**src/rtl/bus_addr_ctrl_pkg.sv**
```systemverilog
// Shared types and constants for the bus address decoder / transaction controller.
package bus_addr_ctrl_pkg;

  typedef enum logic [1:0] {
    ST_IDLE    = 2'd0,
    ST_ACTIVE  = 2'd1,
    ST_RESP    = 2'd2,
    ST_RELEASE = 2'd3
  } state_e;

  localparam logic [1:0] ERR_NONE    = 2'b00;
  localparam logic [1:0] ERR_DECODE  = 2'b01;
  localparam logic [1:0] ERR_TIMEOUT = 2'b10;

  localparam logic [15:0] DEF_BASE  = {8'h70, 8'h00};
  localparam logic [15:0] DEF_LIMIT = {8'h72, 8'h08};

  function automatic logic [7:0] sat_inc8(input logic [7:0] v);
    return (v == 8'hFF) ? v : v + 8'd1;
  endfunction

endpackage

```
**src/rtl/bus_addr_ctrl_dec.sv**
```systemverilog
// Combinational page-window compare with lowest-index priority encode.
module bus_addr_ctrl_dec
  import bus_addr_ctrl_pkg::*;
#(
  parameter int PAGE_W = 8,
  parameter int N_SLV  = 2,
  parameter int IDX_W  = (N_SLV > 1) ? $clog2(N_SLV) : 1,
  parameter logic [N_SLV*PAGE_W-1:0] BASE  = DEF_BASE,
  parameter logic [N_SLV*PAGE_W-1:0] LIMIT = DEF_LIMIT
) (
  input  logic [PAGE_W-1:0] i_page,
  output logic              o_hit,
  output logic [IDX_W-1:0]  o_idx
);

  // Scan from the top so the lowest matching index is the one left standing.
  always_comb begin
    o_hit = 1'b0;
    o_idx = '0;
    for (int k = N_SLV - 1; k >= 0; k--) begin
      if ((i_page >= BASE[k*PAGE_W +: PAGE_W]) && (i_page < LIMIT[k*PAGE_W +: PAGE_W])) begin
        o_hit = 1'b1;
        o_idx = IDX_W'(k);
      end else begin
        o_hit = o_hit;
        o_idx = o_idx;
      end
    end
  end

endmodule

```
**src/rtl/bus_addr_ctrl.sv**
```systemverilog
// Registered address decoder and transaction controller: holds a one-hot
// slave select per transaction and reports ack, decode miss or timeout.
module bus_addr_ctrl
  import bus_addr_ctrl_pkg::*;
#(
  parameter int ADDR_W  = 16,
  parameter int PAGE_W  = 8,
  parameter int N_SLV   = 2,
  parameter logic [N_SLV*PAGE_W-1:0] BASE  = DEF_BASE,
  parameter logic [N_SLV*PAGE_W-1:0] LIMIT = DEF_LIMIT,
  parameter int TIMEOUT = 16
) (
  input  logic              clk,
  input  logic              reset,
  input  logic              m_req,
  input  logic [ADDR_W-1:0] address,
  input  logic [N_SLV-1:0]  s_ack,
  output logic [N_SLV-1:0]  s_sel,
  output logic              m_ack,
  output logic              m_err,
  output logic [1:0]        err_code,
  output logic              busy,
  output logic [7:0]        err_cnt
);

  localparam int IDX_W = (N_SLV > 1) ? $clog2(N_SLV) : 1;
  localparam int CNT_W = $clog2(TIMEOUT);
  localparam logic [CNT_W-1:0] CNT_LAST = CNT_W'(TIMEOUT - 1);
  localparam logic [CNT_W-1:0] CNT_ONE  = CNT_W'(1);
  localparam logic [N_SLV-1:0] SEL_ONE  = N_SLV'(1);

  state_e             r_state, w_state_nxt;
  logic [N_SLV-1:0]   r_sel, w_sel_nxt;
  logic               r_ack, w_ack_nxt;
  logic               r_err, w_err_nxt;
  logic [1:0]         r_code, w_code_nxt;
  logic [CNT_W-1:0]   r_cnt, w_cnt_nxt;
  logic               r_busy;
  logic [7:0]         r_err_cnt;
  logic               w_hit;
  logic [IDX_W-1:0]   w_dec_idx;
  logic               w_sel_ack;
  logic               w_unused_addr;

  assign w_unused_addr = &{1'b0, address[ADDR_W-PAGE_W-1:0]};

  bus_addr_ctrl_dec #(
    .PAGE_W (PAGE_W),
    .N_SLV  (N_SLV),
    .IDX_W  (IDX_W),
    .BASE   (BASE),
    .LIMIT  (LIMIT)
  ) u_dec (
    .i_page (address[ADDR_W-1 -: PAGE_W]),
    .o_hit  (w_hit),
    .o_idx  (w_dec_idx)
  );

  // Only the currently selected slave may complete the transaction.
  assign w_sel_ack = |(s_ack & r_sel);

  // Next-state and next-output logic; ack has priority over abort and timeout.
  always_comb begin
    w_state_nxt = r_state;
    w_sel_nxt   = r_sel;
    w_ack_nxt   = 1'b0;
    w_err_nxt   = 1'b0;
    w_code_nxt  = ERR_NONE;
    w_cnt_nxt   = r_cnt;
    case (r_state)
      ST_IDLE: begin
        w_sel_nxt = '0;
        if (m_req) begin
          if (w_hit) begin
            w_sel_nxt   = SEL_ONE << w_dec_idx;
            w_cnt_nxt   = '0;
            w_state_nxt = ST_ACTIVE;
          end else begin
            w_err_nxt   = 1'b1;
            w_code_nxt  = ERR_DECODE;
            w_state_nxt = ST_RESP;
          end
        end else begin
          w_state_nxt = ST_IDLE;
        end
      end
      ST_ACTIVE: begin
        if (w_sel_ack) begin
          w_sel_nxt   = '0;
          w_ack_nxt   = 1'b1;
          w_state_nxt = ST_RESP;
        end else if (!m_req) begin
          w_sel_nxt   = '0;
          w_state_nxt = ST_IDLE;
        end else if (r_cnt == CNT_LAST) begin
          w_sel_nxt   = '0;
          w_err_nxt   = 1'b1;
          w_code_nxt  = ERR_TIMEOUT;
          w_state_nxt = ST_RESP;
        end else begin
          w_cnt_nxt   = r_cnt + CNT_ONE;
        end
      end
      ST_RESP: begin
        w_sel_nxt   = '0;
        w_state_nxt = m_req ? ST_RELEASE : ST_IDLE;
      end
      ST_RELEASE: begin
        w_sel_nxt   = '0;
        w_state_nxt = m_req ? ST_RELEASE : ST_IDLE;
      end
      default: begin
        w_sel_nxt   = '0;
        w_state_nxt = ST_IDLE;
      end
    endcase
  end

  // State and output registers; err_cnt moves on the same edge m_err rises.
  always_ff @(posedge clk) begin
    if (reset) begin
      r_state   <= ST_IDLE;
      r_sel     <= '0;
      r_ack     <= 1'b0;
      r_err     <= 1'b0;
      r_code    <= ERR_NONE;
      r_cnt     <= '0;
      r_busy    <= 1'b0;
      r_err_cnt <= 8'd0;
    end else begin
      r_state   <= w_state_nxt;
      r_sel     <= w_sel_nxt;
      r_ack     <= w_ack_nxt;
      r_err     <= w_err_nxt;
      r_code    <= w_code_nxt;
      r_cnt     <= w_cnt_nxt;
      r_busy    <= (w_state_nxt != ST_IDLE);
      r_err_cnt <= w_err_nxt ? sat_inc8(r_err_cnt) : r_err_cnt;
    end
  end

  assign s_sel    = r_sel;
  assign m_ack    = r_ack;
  assign m_err    = r_err;
  assign err_code = r_code;
  assign busy     = r_busy;
  assign err_cnt  = r_err_cnt;

endmodule

```
**config.mk**
```make
export PLATFORM = sky130hd
export DESIGN_NAME = bus_addr_ctrl
export DESIGN_NICKNAME = d
export VERILOG_FILES = /design/src/rtl/bus_addr_ctrl_pkg.sv /design/src/rtl/bus_addr_ctrl_dec.sv /design/src/rtl/bus_addr_ctrl.sv
export SDC_FILE = /design/constraint.sdc
export NUM_CORES = 1
export LEC_CHECK = 0
export ABC_AREA = 1
export CORE_ASPECT_RATIO = 0.9
export CORE_UTILIZATION = 45
export CTS_CLUSTER_DIAMETER = 200
export DETAILED_ROUTE_END_ITERATION = 7
export PLACE_DENSITY_LB_ADDON = 0.25
export SLEW_MARGIN = 20
export SYNTH_ARGS = -nofsm -noshare
export SYNTH_HDL_FRONTEND = slang
export SYNTH_HIERARCHICAL = 1
export SYNTH_SLANG_ARGS = --single-unit
```
**constraint.sdc**
```tcl
create_clock -name clk -period 1.5 [get_ports clk]
set_input_delay 0.15 -clock clk [delete_from_list [all_inputs] [get_ports clk]]
set_output_delay 0.15 -clock clk [all_outputs]
set_load 0.02 [all_outputs]
```
==> qor.yml <==
cpMaxStageDelayCell: "clkdlybuf4s50_1"
syn_inst: 156
path_clk_slew_ps: 110
rrSetupSlack_ps: 120
grt_antenna_before_repair: 0
path_cells: "clkdlybuf4s50_1, nand2_1, nor2_2, nand2_2, nand2_2, inv_2, a21oi_2, nand3_2, or2_1, a21oi_1"
hp-class: "reg -> reg"
worst_pin_slew_ps: 377.2
finalHoldViolCount: 0
finalSetupViolCount: 0
clock-root-buffer: "clkbuf_4"
period_needed_ps: 1446
synth_area_leaders: "dfxtp_1 (38%), nand2_1 (14%), nand3_1 (7.7%)"
drtPass1Iterations: 4
cts_htree_levels: 1
critical_path_class: "in -> reg"
synth_top_area_share: 0.3823
async_flop_share: 0
die_h_um: 48.90
crit_path_end_kind: "flop"
status: "complete, no violations"
layout-drive-gt1-share: 0.2273
required_ps: 1740
fin_skew_ps: 3.273
synth_flop_cell: "dfxtp_1"
avgViaCountPerCell: 5.084
slew_headroom: 0.7478
num_rows: 16
wirelength_um: 2719
max_cap_viol_count: 0
cts_tree: "done"
yosys.area.top_type: "dfxtp_1"
critical_path.max_fanout: 5
layout.nets: 222
whs_ps: 494.9
hpwl_um: 1898
seq_area_frac_synth: 0.3823
grt_pass1_vias: 1030
die_w_um: 54.11
diodes: 0
numCtsBuffers: 3
netlist_area_um2: 1100
cp.depth: 10
syn_avg_cell_area_um2: 7.050
ir_drop_mv: 0.6625
synth_most_common_cell: "nand2_1"
start_util: 0.4905
slowest_delay_ps: 480
io_pins: 36
grt_overflow: 0
r2r_cells: 9
synthesis.nets: 179
cp_top_family: "simple AND/OR/NAND/NOR gates"
place_congestion: 0.8772
drc_errors: 0
crit_top_cell: "nand2_2"
wl_per_cell_um: 12.08
clock_sinks: 21
grt_util_all_layers: 0.2149
max_freq_mhz: 691.6
clock_latency_ps: 300
antenna_left: 0
worstSetupStartpointType: "input port"
cp_data_arrival_time_ps: 1680
clk_path_buf_depth: 2
fin_util: 0.6920
hold_buffers: 0
r2r_end: "err_cnt[1]$_SDFFE_PP0P_"
ys_top_cells_by_count: "nand2_1 (40), dfxtp_1 (21), nor2_1 (20), nand3_1 (17), a21oi_1 (14)"
p_leak_uw: 0.0007567
crit_end: "r_cnt[0]$_SDFFE_PP0P_"
cp_num_buf_inv: 2
dieArea_um2: 2646
core_region_area_um2: 2242
vias: 1144
ys_types: 23
power_density_nw_per_um2: 678.4
fin_crit_sh: 0.9639
area_delta_synth_final_pct: 41.07
drv_slew: 0
grt_max_degree: 12
r2r-start: "r_cnt[0]$_SDFFE_PP0P_"
crit_start: "address[12]"
dr.first_iter.drc_count: 24
ys_warn_count: 6
grt_pass1_wl_um: 4222
ys_seq_elements: 21
port_buffers: 26
synth_edf_count: 0
## routing by layer
metal	track usage	up-vias	routed length [um]	share of wire
met4	0.03419	0	27	0.0099
met5	0	-	0	0
li1	-	585	-	-
met1	0.2606	529	1170	0.43
met3	0.06542	4	108	0.040
met2	0.3704	26	1413	0.52
## registers in the layout (all words and copies together), names as in the netlist
name and flops:
err_cnt 8, r_cnt 4, err_code 2, r_state 2, s_sel 2, busy 1
m_ack 1, m_err 1
## power by group
part	internal [uW]	switching, uW	total (uW)	leakage [uW]
clock	104	163	267	0.0000150
combinational	90.1	106	196	0.000570
sequential	575	14.1	589	0.000172
total	769	284	1050	0.000757
## through the flow
| stage | instances | setup slack, ps | instance area [um2] | power [uW] | setup TNS (ps) |
|---|---|---|---|---|---|
| finish | 225 | 54.14 | 1551 | 1053 | 0 |
| floorplan | 156 | 33.51 | 1100 | 695.3 | 0 |
| detailed placement | 216 | -223.7 | 1454 | 787.3 | -2519 |
| global route | 225 | -23.28 | 1551 | 1104 | -46.18 |
| global placement | 216 | -151.7 | 1454 | 780.8 | -1643 |
| CTS | 220 | 12.39 | 1475 | 1056 | 0 |
## layout by cell type (no fill, tap or decap), drive strengths merged
master         synthesis  layout
or2                    2       2
ha                     2       2
o21bai                 1       1
buf                    0      13
nand3b                 3       3
clkdlybuf4s50          0      16
o21ai                  1       1
dlygate4sd2            0       4
nor3                   1       1
nand4                  1       1
nand2                 44      45
dfxtp                 21      21
inv                   17      17
nor2                  22      22
nand3                 18      18
dlymetal6s2s           0       6
xor2                   4       4
clkbuf                 2       4
a21oi                 17      17
## worst min path at each step
stage                          start               endpoint  slack, ps  cells after the start
6_report       r_cnt[0]$_SDFFE_PP0P_  r_cnt[0]$_SDFFE_PP0P_        490                      2
5_1_grt        r_cnt[0]$_SDFFE_PP0P_  r_cnt[0]$_SDFFE_PP0P_        530                      2
4_1_cts        r_cnt[1]$_SDFFE_PP0P_  r_cnt[1]$_SDFFE_PP0P_        500                      2
3_5_place_dp   r_cnt[1]$_SDFFE_PP0P_  r_cnt[1]$_SDFFE_PP0P_        480                      2
3_3_place_gp   s_sel[0]$_SDFFE_PP0P_  s_sel[0]$_SDFFE_PP0P_        470                      2
2_1_floorplan                  m_req  r_state[0]$_SDFF_PP0_        330                      2
## cell families (layout without fill, tap and decap cells)
kind of cell / count (synthesis) / in the layout / synth area share
DFF: 21 / 21 / 0.3822
and+or+nand+nor: 91 / 92 / 0.3993
adders and majority gates: 2 / 2 / 0.02275
AOI/OAI and AO/OA: 19 / 19 / 0.09898
xor gates and xnor gates: 4 / 4 / 0.03185
buffers and inverters: 19 / 60 / 0.06485
## worst register-to-register path, delay by kind of cell, from the launching register on
kind | cells | cell delay (ps)
flip-flops | 1 | 370
buffers and inverters | 1 | 60
AND/OR/NAND/NOR | 7 | 700
adder cells (fa/ha/maj) | 1 | 200
## timing repair
action / CTS / global route
resized for setup: 4 / 17
setup endpoints to repair: 4 / 17
pin swaps: 0 / 9
setup buffers: 0 / 4
cloned: 0 / 1
## area by class of cell
class | instances | area (um2)
Clock buffer | 4 | 26.28
Fill cell | 198 | 690.7
Inverter | 17 | 63.81
Multi-Input combinational cell | 117 | 636.9
Sequential cell | 21 | 422.9
Tap cell | 27 | 33.78
Timing Repair Buffer | 39 | 367.9
(Power assumes the default switching activity.)
